===== config.mk =====
export PLATFORM = sky130hd
export DESIGN_NAME = if_fetch_stage
export DESIGN_NICKNAME = d
export VERILOG_FILES = /design/src/rtl/if_fetch_stage.sv
export SDC_FILE = /design/constraint.sdc
export NUM_CORES = 1
export LEC_CHECK = 0
export CAP_MARGIN = 10
export CORE_MARGIN = 2
export CORE_UTILIZATION = 39
export DETAILED_ROUTE_END_ITERATION = 10
export PLACE_DENSITY = 0.8
export SETUP_SLACK_MARGIN = 0.1
export SYNTH_ARGS = -nofsm -noshare
export SYNTH_HDL_FRONTEND = slang
export SYNTH_SLANG_ARGS = --single-unit

===== constraint.sdc =====
create_clock -name clk -period 3.2 [get_ports clk]
set_clock_uncertainty 0.2 [all_clocks]
set_input_delay 0.64 -clock clk [delete_from_list [all_inputs] [get_ports clk]]
set_output_delay 0.64 -clock clk [all_outputs]
set_load 0.05 [all_outputs]

===== src/rtl/if_fetch_stage.sv =====
// Instruction-fetch stage: owns the pc, issues one imem request at a time and
// presents {pc, inst, valid} to IF/ID with stall and redirect handling.
module if_fetch_stage #(
    parameter logic [31:0] RESET_PC = 32'h0000_0000,
    parameter logic [31:0] NOP_INST = 32'h0000_0013
) (
    input  logic        clk,
    input  logic        r,
    input  logic        stall,
    input  logic        redirect,
    input  logic [31:0] redirect_pc,
    output logic        imem_req,
    output logic [31:0] imem_addr,
    input  logic        imem_ack,
    input  logic        imem_rvalid,
    input  logic [31:0] imem_rdata,
    output logic        if_valid,
    output logic [31:0] if_pc,
    output logic [31:0] if_inst
);

    localparam logic [1:0] ST_FETCH = 2'd0;
    localparam logic [1:0] ST_WAIT  = 2'd1;
    localparam logic [1:0] ST_OUT   = 2'd2;
    localparam logic [1:0] ST_DROP  = 2'd3;

    logic [1:0]  state_r;
    logic [1:0]  state_s;
    logic [31:0] pc_r;
    logic [31:0] pc_s;
    logic        if_valid_r;
    logic        if_valid_s;
    logic [31:0] if_pc_r;
    logic [31:0] if_pc_s;
    logic [31:0] if_inst_r;
    logic [31:0] if_inst_s;
    logic        outstanding_s;

    // Next-state and datapath selection; redirect overrides stall and rvalid.
    always_comb begin
        state_s       = state_r;
        pc_s          = pc_r;
        if_valid_s    = if_valid_r;
        if_pc_s       = if_pc_r;
        if_inst_s     = if_inst_r;
        outstanding_s = 1'b0;
        if (redirect) begin
            pc_s       = redirect_pc & 32'hFFFF_FFFC;
            if_valid_s = 1'b0;
            if_inst_s  = NOP_INST;
            // A request still in flight after this edge must have its response dropped.
            case (state_r)
                ST_FETCH: outstanding_s = imem_ack;
                ST_WAIT:  outstanding_s = ~imem_rvalid;
                ST_DROP:  outstanding_s = ~imem_rvalid;
                default:  outstanding_s = 1'b0;
            endcase
            if (outstanding_s) begin
                state_s = ST_DROP;
            end else begin
                state_s = ST_FETCH;
            end
        end else begin
            case (state_r)
                ST_FETCH: begin
                    if (imem_ack) begin
                        state_s = ST_WAIT;
                    end else begin
                        state_s = ST_FETCH;
                    end
                end
                ST_WAIT: begin
                    if (imem_rvalid) begin
                        if_valid_s = 1'b1;
                        if_pc_s    = pc_r;
                        if_inst_s  = imem_rdata;
                        pc_s       = pc_r + 32'd4;
                        state_s    = ST_OUT;
                    end else begin
                        state_s = ST_WAIT;
                    end
                end
                ST_OUT: begin
                    if (!stall) begin
                        if_valid_s = 1'b0;
                        if_inst_s  = NOP_INST;
                        state_s    = ST_FETCH;
                    end else begin
                        state_s = ST_OUT;
                    end
                end
                ST_DROP: begin
                    if (imem_rvalid) begin
                        state_s = ST_FETCH;
                    end else begin
                        state_s = ST_DROP;
                    end
                end
                default: begin
                    state_s = ST_FETCH;
                end
            endcase
        end
    end

    // State and output registers.
    always_ff @(posedge clk or posedge r) begin
        if (r) begin
            state_r    <= ST_FETCH;
            pc_r       <= RESET_PC;
            if_valid_r <= 1'b0;
            if_pc_r    <= 32'h0000_0000;
            if_inst_r  <= NOP_INST;
        end else begin
            state_r    <= state_s;
            pc_r       <= pc_s;
            if_valid_r <= if_valid_s;
            if_pc_r    <= if_pc_s;
            if_inst_r  <= if_inst_s;
        end
    end

    // Request is gated by reset so it drops the instant reset asserts.
    assign imem_req  = (state_r == ST_FETCH) && !r;
    assign imem_addr = pc_r;
    assign if_valid  = if_valid_r;
    assign if_pc     = if_pc_r;
    assign if_inst   = if_inst_r;

endmodule


==> reports/summary.txt, run 1 <==
status: finished, final reports clean
Avg Synthesized Cell Area: 11.5 sq um
row cnt: 38
Bufs on Longest Clock Path: 2
Post-Syn Instances: 369
worst slew pin tran: 0.705 ns
Max Clk Rate: 0.367 GHz
fin crit share: 85.2%
post-route ant nets: 0
synth cell count leaders: dfrtp_1 (92), mux2_2 (30), a22o_1 (29), nand2_1 (29), or4_1 (21)
Final setup viols: 0
Max Transition Viols Final: 0
met2 WL post-DR: 5510 um
internal power: 0.00267 W
Inserted Diodes: 0
Tmin final: 2.73 ns
Synth-to-Final Area Change: 46.8%
initial antenna violation count: 0
crit path DAT: 2.80 ns
DR WL met3: 619 um
Slowest cell on crit path: or4_1
post-DP HPWL: 8070 um
routed length on met1: 4890 um
Ports: 168
asr flop ratio synth: 100%
Clock power frac: 17.5%
Synth top area share: 54.5%
Post-synth EDFFs: 0
TritonCTS Buffers: 9
WP data required: 3.28 ns
Tot Pwr: 0.00469 W
clock slew at reported path FFs: 0.09 ns
Post-Synth Adder-Cell Area: 0.296%
leakage: 2.48 nW
Netlist cell types: 47
VDD IR max: 445 uV
post-CTS sizing: 0
sequential power share: 36.1%
crit-path max FO: 14
DRC: 0
Clock Latency Late Sink: 0.36 ns
first-pass GRT wire length: 18,100 um
via-per-instance ratio: 5.30
Placer Congestion: 0.747
final worst setup slack: 0.473 ns
Hold Crit Class: flip-flop to flip-flop
post-place instance area: 6000 sq um
clk root buf: clkbuf_8
vias: 3,547
critical path class: input port to flip-flop
Sink Count: 95
nets: 595
layout cells sized above 1: 12.5%
hold_buf cts: 0
final hold violations: 0
DRT iter0 DRCs: 178
Initial Utilization: 39.5%
Yosys warning count: 0
CTS tree: yes
Core Util, Final: 58.0%
design area: 6200 sq um
NetSw: 0.00202 W
MaxCap Viol Count: 0
CP Capture Type: flip-flop
Sw Share: 43.1%
Synth Area in XOR/XNOR: 2.49%
routed len/inst: 16.9 um
Power per Cell Area: 756 nW/um^2
Mapped Area: 4230 sq um
CP Cell Sequence: clkdlybuf4s50_1 > nand3b_1 > or4_1 > or4_1 > a31oi_1
Max stage delay on crit path: 0.67 ns
die width: 108 um
Synth Area in Simple Gates: 14.4%
drt total wl: 11,300 um
RSZ-0062 raised after global routing: no
setup TNS: 0 ns
ranking of synthesized cells by area: dfrtp_1 (54%), mux2_2 (8.0%), a22o_1 (6.0%)
Worst setup SP type: input port
Synth area leader: dfrtp_1
Die Footprint: 11,700 sq um
DRT Pass-1 Iters: 6
mux cell area share after synthesis: 8.70%
PortBufs: 161
Global Route Usage Sum: 19.8%
largest family of logic cells by synthesized area: simple AND/OR/NAND/NOR gates
max_slew headroom: 52.9%
Die H: 108 um
synthesis-stage register bit count: 95
pin count of the biggest net entering global routing: 61
Place WS: 0.100 ns
htree depth: 3
Synth Area in Compound Gates: 13.7%
most common cell in the netlist: dfrtp_1
crit-path most repeated cell: or4_1
uppermost routed layer: met4
setup bufs post-CTS: 0
sequential share of the synthesized area: 56.3%
vias in the first global route: 3,525
total core area: 10,700 sq um
fill cell count: 910
ys flop type: dfrtp_1
Gate power share: 46.3%
total congestion overflow: 0
==> placed cells by master, fill, tap and decap left out, types with 2 or more instances in the layout <==
cell	count
o211ai_1	4
clkinv_4	2
nand2_1	29
o31ai_1	11
o32a_1	3
buf_4	6
inv_1	7
or4_1	21
nand4_1	9
o21ai_0	12
mux2_2	30
clkdlybuf4s50_1	159
a22o_1	29
xor2_1	3
dfrtp_1	92
xnor2_1	9
mux2i_1	3
nand2b_1	2
conb_1	4
dfstp_2	3
clkinvlp_4	2
a31oi_1	11
clkbuf_8	10
or3_1	2
buf_12	3
nor4_1	4
nor3_1	6
nand3_1	12
nor2_1	16
==> area by class of cell <==
cell class	instances	area, sq um	area share [%]
repair buffers	169	1700	27.4
clock inverters	6	68.8	1.11
well taps	140	175	2.82
inverters	9	37.5	0.605
multi-input cells	240	1700	27.4
clock buffers	10	138	2.22
flip-flops and latches	95	2380	38.4
==> per-layer routing <==
layer,up-vias,track usage [%]
met3,21,3.86
met5,-,0
met2,107,31.7
met1,1749,26.5
li1,1670,-
met4,0,8.15
==> cells by family (layout without fill, tap and decap cells) <==
| family | after synthesis | count (layout) |
|---|---|---|
| adder cells (fa/ha/maj) | 1 | 1 |
| buffers and inverters | 37 | 194 |
| flip-flops | 95 | 95 |
| XOR/XNOR | 12 | 12 |
| other | 1 | 4 |
| AO/OA/AOI/OAI | 77 | 77 |
| AND/OR/NAND/NOR | 113 | 113 |
| multiplexers | 33 | 33 |
==> per-stage QoR <==
step | std cells | hold slack, ns
finish | 669 | 0.286
global route | 669 | 0.316
CTS | 669 | 0.288
detailed placement | 653 | 0.265
global placement | 653 | 0.260
floorplan | 372 | 0.365
==> state kept, by name, indices dropped and copies added, names as in the netlist <==
| signal | flops |
|---|---|
| if_valid | 1 |
| if_inst | 32 |
| state_r | 2 |
| if_pc | 30 |
| imem_addr | 30 |
==> power groups by stage <==
stage,Sequential [W],Clock [W],Combinational (W)
final,0.00170,0.000822,0.00217
after global routing,0.00174,0.000904,0.00226
after CTS,0.00170,0.000850,0.00219
after detailed placement,0.00172,0,0.00218
after global placement,0.00170,0,0.00215
after floorplan,0.00263,0,0.000470
==> worst max-delay path, delay by kind of cell <==
family          cells  cell delay (ns)
compound gates      1             0.20
buf+inv             1             0.56
simple gates        3             1.41
==> final timing paths <==
| path | slack (ns) | startpoint | cells past startpoint | endpoint |
|---|---|---|---|---|
| min in group asynchronous | 0.58 | r | 2 | state_r[1] |
| setup / recovery | 0.47 | imem_rvalid | 5 | imem_addr[31] |
| hold reg to reg | 0.29 | if_valid | 1 | if_valid |
| max in group asynchronous | 1.55 | r | 3 | if_inst[1] |
| setup reg to reg | 0.59 | imem_addr[4] | 4 | imem_addr[31] |
| hold / removal | 0.29 | if_valid | 1 | if_valid |
Note: power is estimated with default switching activity, not from simulation.
==> run 2: changes to the inputs <==
Settings changed: CORE_UTILIZATION 39 to 44, PLACE_DENSITY 0.8 to 0.85, TNS_END_PERCENT set to 50.
Clock period 3.2 ns to 2.95 ns, I/O delays scaled along.
==> run 2 against run 1 <==
Effect of this change:
- count of clock-buffer cells in the layout up 1
- first-iteration DRC count down 20%
- register-to-register slack worse by 0.23 ns
- critical path type is now flip-flop to flip-flop
==> reports/summary.txt, run 2 (same netlist as run 1, synthesis figures left out) <==
Hold Crit Class: flip-flop to flip-flop
drt total wl: 11,300 um
Initial Utilization: 45.5%
NetSw: 0.00218 W
Worst setup SP type: flip-flop
first-pass GRT wire length: 17,700 um
Sink Count: 95
setup bufs post-CTS: 0
worst slew pin tran: 0.544 ns
routed len/inst: 17.1 um
post-CTS sizing: 0
pin count of the biggest net entering global routing: 53
setup TNS: 0 ns
clk root buf: clkbuf_8
DRC: 0
initial antenna violation count: 1
row cnt: 35
Final Non-Filler Cells: 662
final hold violations: 0
leakage: 2.49 nW
crit path DAT: 2.65 ns
VDD IR max: 565 uV
Max Clk Rate: 0.386 GHz
htree depth: 3
MaxCap Viol Count: 0
nets: 599
DRT iter0 DRCs: 143
Max Transition Viols Final: 0
Sw Share: 43.0%
status: finished, final reports clean
CP Capture Type: flip-flop
Tmin final: 2.59 ns
Final setup viols: 0
Synth-to-Final Area Change: 47.4%
commonest non-fill, non-tap cell in the layout: clkdlybuf4s50_1
total core area: 9280 sq um
sequential power share: 36.0%
most frequent cells in the layout: clkdlybuf4s50_1 (159), dfrtp_1 (92), mux2_2 (30)
internal power: 0.00289 W
critical path class: flip-flop to flip-flop
Global Route Usage Sum: 21.6%
Fin Hold WS: 0.301 ns
post-route ant nets: 0
PortBufs: 161
Max stage delay on crit path: 0.80 ns
die width: 102 um
Slowest cell on crit path: or4_1
Placer Congestion: 0.803
RSZ-0062 raised after global routing: no
Core Util, Final: 67.1%
via-per-instance ratio: 5.45
Clock Latency Late Sink: 0.35 ns
total congestion overflow: 0
DRT Pass-1 Iters: 4
fin crit share: 87.7%
vias: 3,608
Gate power share: 47.2%
hold_buf cts: 0
TritonCTS Buffers: 9
final worst setup slack: 0.361 ns
dpl cells: 646
post-DP HPWL: 8190 um
CP Cell Sequence: nand4_1 > or4_1 > or4_1 > a31oi_1
crit-path max FO: 14
Ports: 168
Largest register FFs: 32
Die Footprint: 10,400 sq um
Die H: 102 um
Power per Cell Area: 815 nW/um^2
layout cells sized above 1: 12.8%
crit-path most repeated cell: or4_1
Inserted Diodes: 0
vias in the first global route: 3,559
WP data required: 3.02 ns
Clock power frac: 16.7%
max_slew headroom: 63.4%
clock slew at reported path FFs: 0.10 ns
CTS tree: yes
Bufs on Longest Clock Path: 2
Place WS: 0.0444 ns
-- run 2: changes by cell type in the layout (fill, tap and decap cells not counted), sizes merged --
cell,delta
buf,+4
clkbuf,+1
clkinv,-1
clkinvlp,+1
inv,-1
-- run 2: area by class of cell --
| cell class | instances | area, sq um |
|---|---|---|
| fill | 732 | 3050 |
| sequential | 95 | 2380 |
| timing repair buffer | 173 | 1760 |
| multi-input combinational | 240 | 1700 |
| tap | 129 | 161 |
| clock buffer | 11 | 131 |
| clock inverter | 5 | 58.8 |
| inverter | 9 | 37.5 |
-- run 2: worst max-delay path: cells and delay by family, from the launching register on --
family / cells / cell delay [ns]
flip-flops: 1 / 0.49
AND/OR/NAND/NOR: 3 / 1.63
AO/OA/AOI/OAI: 1 / 0.19
-- run 2: metrics by stage --
| stage | power [W] | cell area, sq um |
|---|---|---|
| 6_report | 0.00508 | 6230 |
| 5_1_grt | 0.00529 | 6230 |
| 4_1_cts | 0.00512 | 6230 |
| 3_5_place_dp | 0.00427 | 6040 |
| 3_3_place_gp | 0.00420 | 6040 |
| 2_1_floorplan | 0.00337 | 4240 |
-- run 2: layer usage --
layer	track usage [%]	share of wire, %	up-vias	wire, um
met3	4.24	6.2	18	697
met5	0	0.097	-	11
met1	28.8	42	1769	4710
met2	36.4	51	131	5710
met4	5.85	1.5	2	170
li1	-	-	1688	-
-- run 2: final timing paths --
kind	from	endpoint	slack, ns	cells after the start
setup / recovery	imem_addr[5]	imem_addr[31]	0.36	4
min in group asynchronous	r	imem_addr[30]	0.49	3
max in group asynchronous	r	if_inst[17]	1.57	3
setup reg to reg	imem_addr[5]	imem_addr[31]	0.36	4
hold / removal	if_valid	if_valid	0.30	1
hold reg to reg	if_valid	if_valid	0.30	1
-- run 2: power groups by stage --
| stage | registers [W] | clock network [W] | logic, W |
|---|---|---|---|
| 4_1_cts | 0.00184 | 0.000865 | 0.00241 |
| 5_1_grt | 0.00187 | 0.000917 | 0.00250 |
| 3_3_place_gp | 0.00183 | 0 | 0.00237 |
| 6_report | 0.00183 | 0.000849 | 0.00240 |
| 2_1_floorplan | 0.00286 | 0 | 0.000510 |
| 3_5_place_dp | 0.00186 | 0 | 0.00241 |
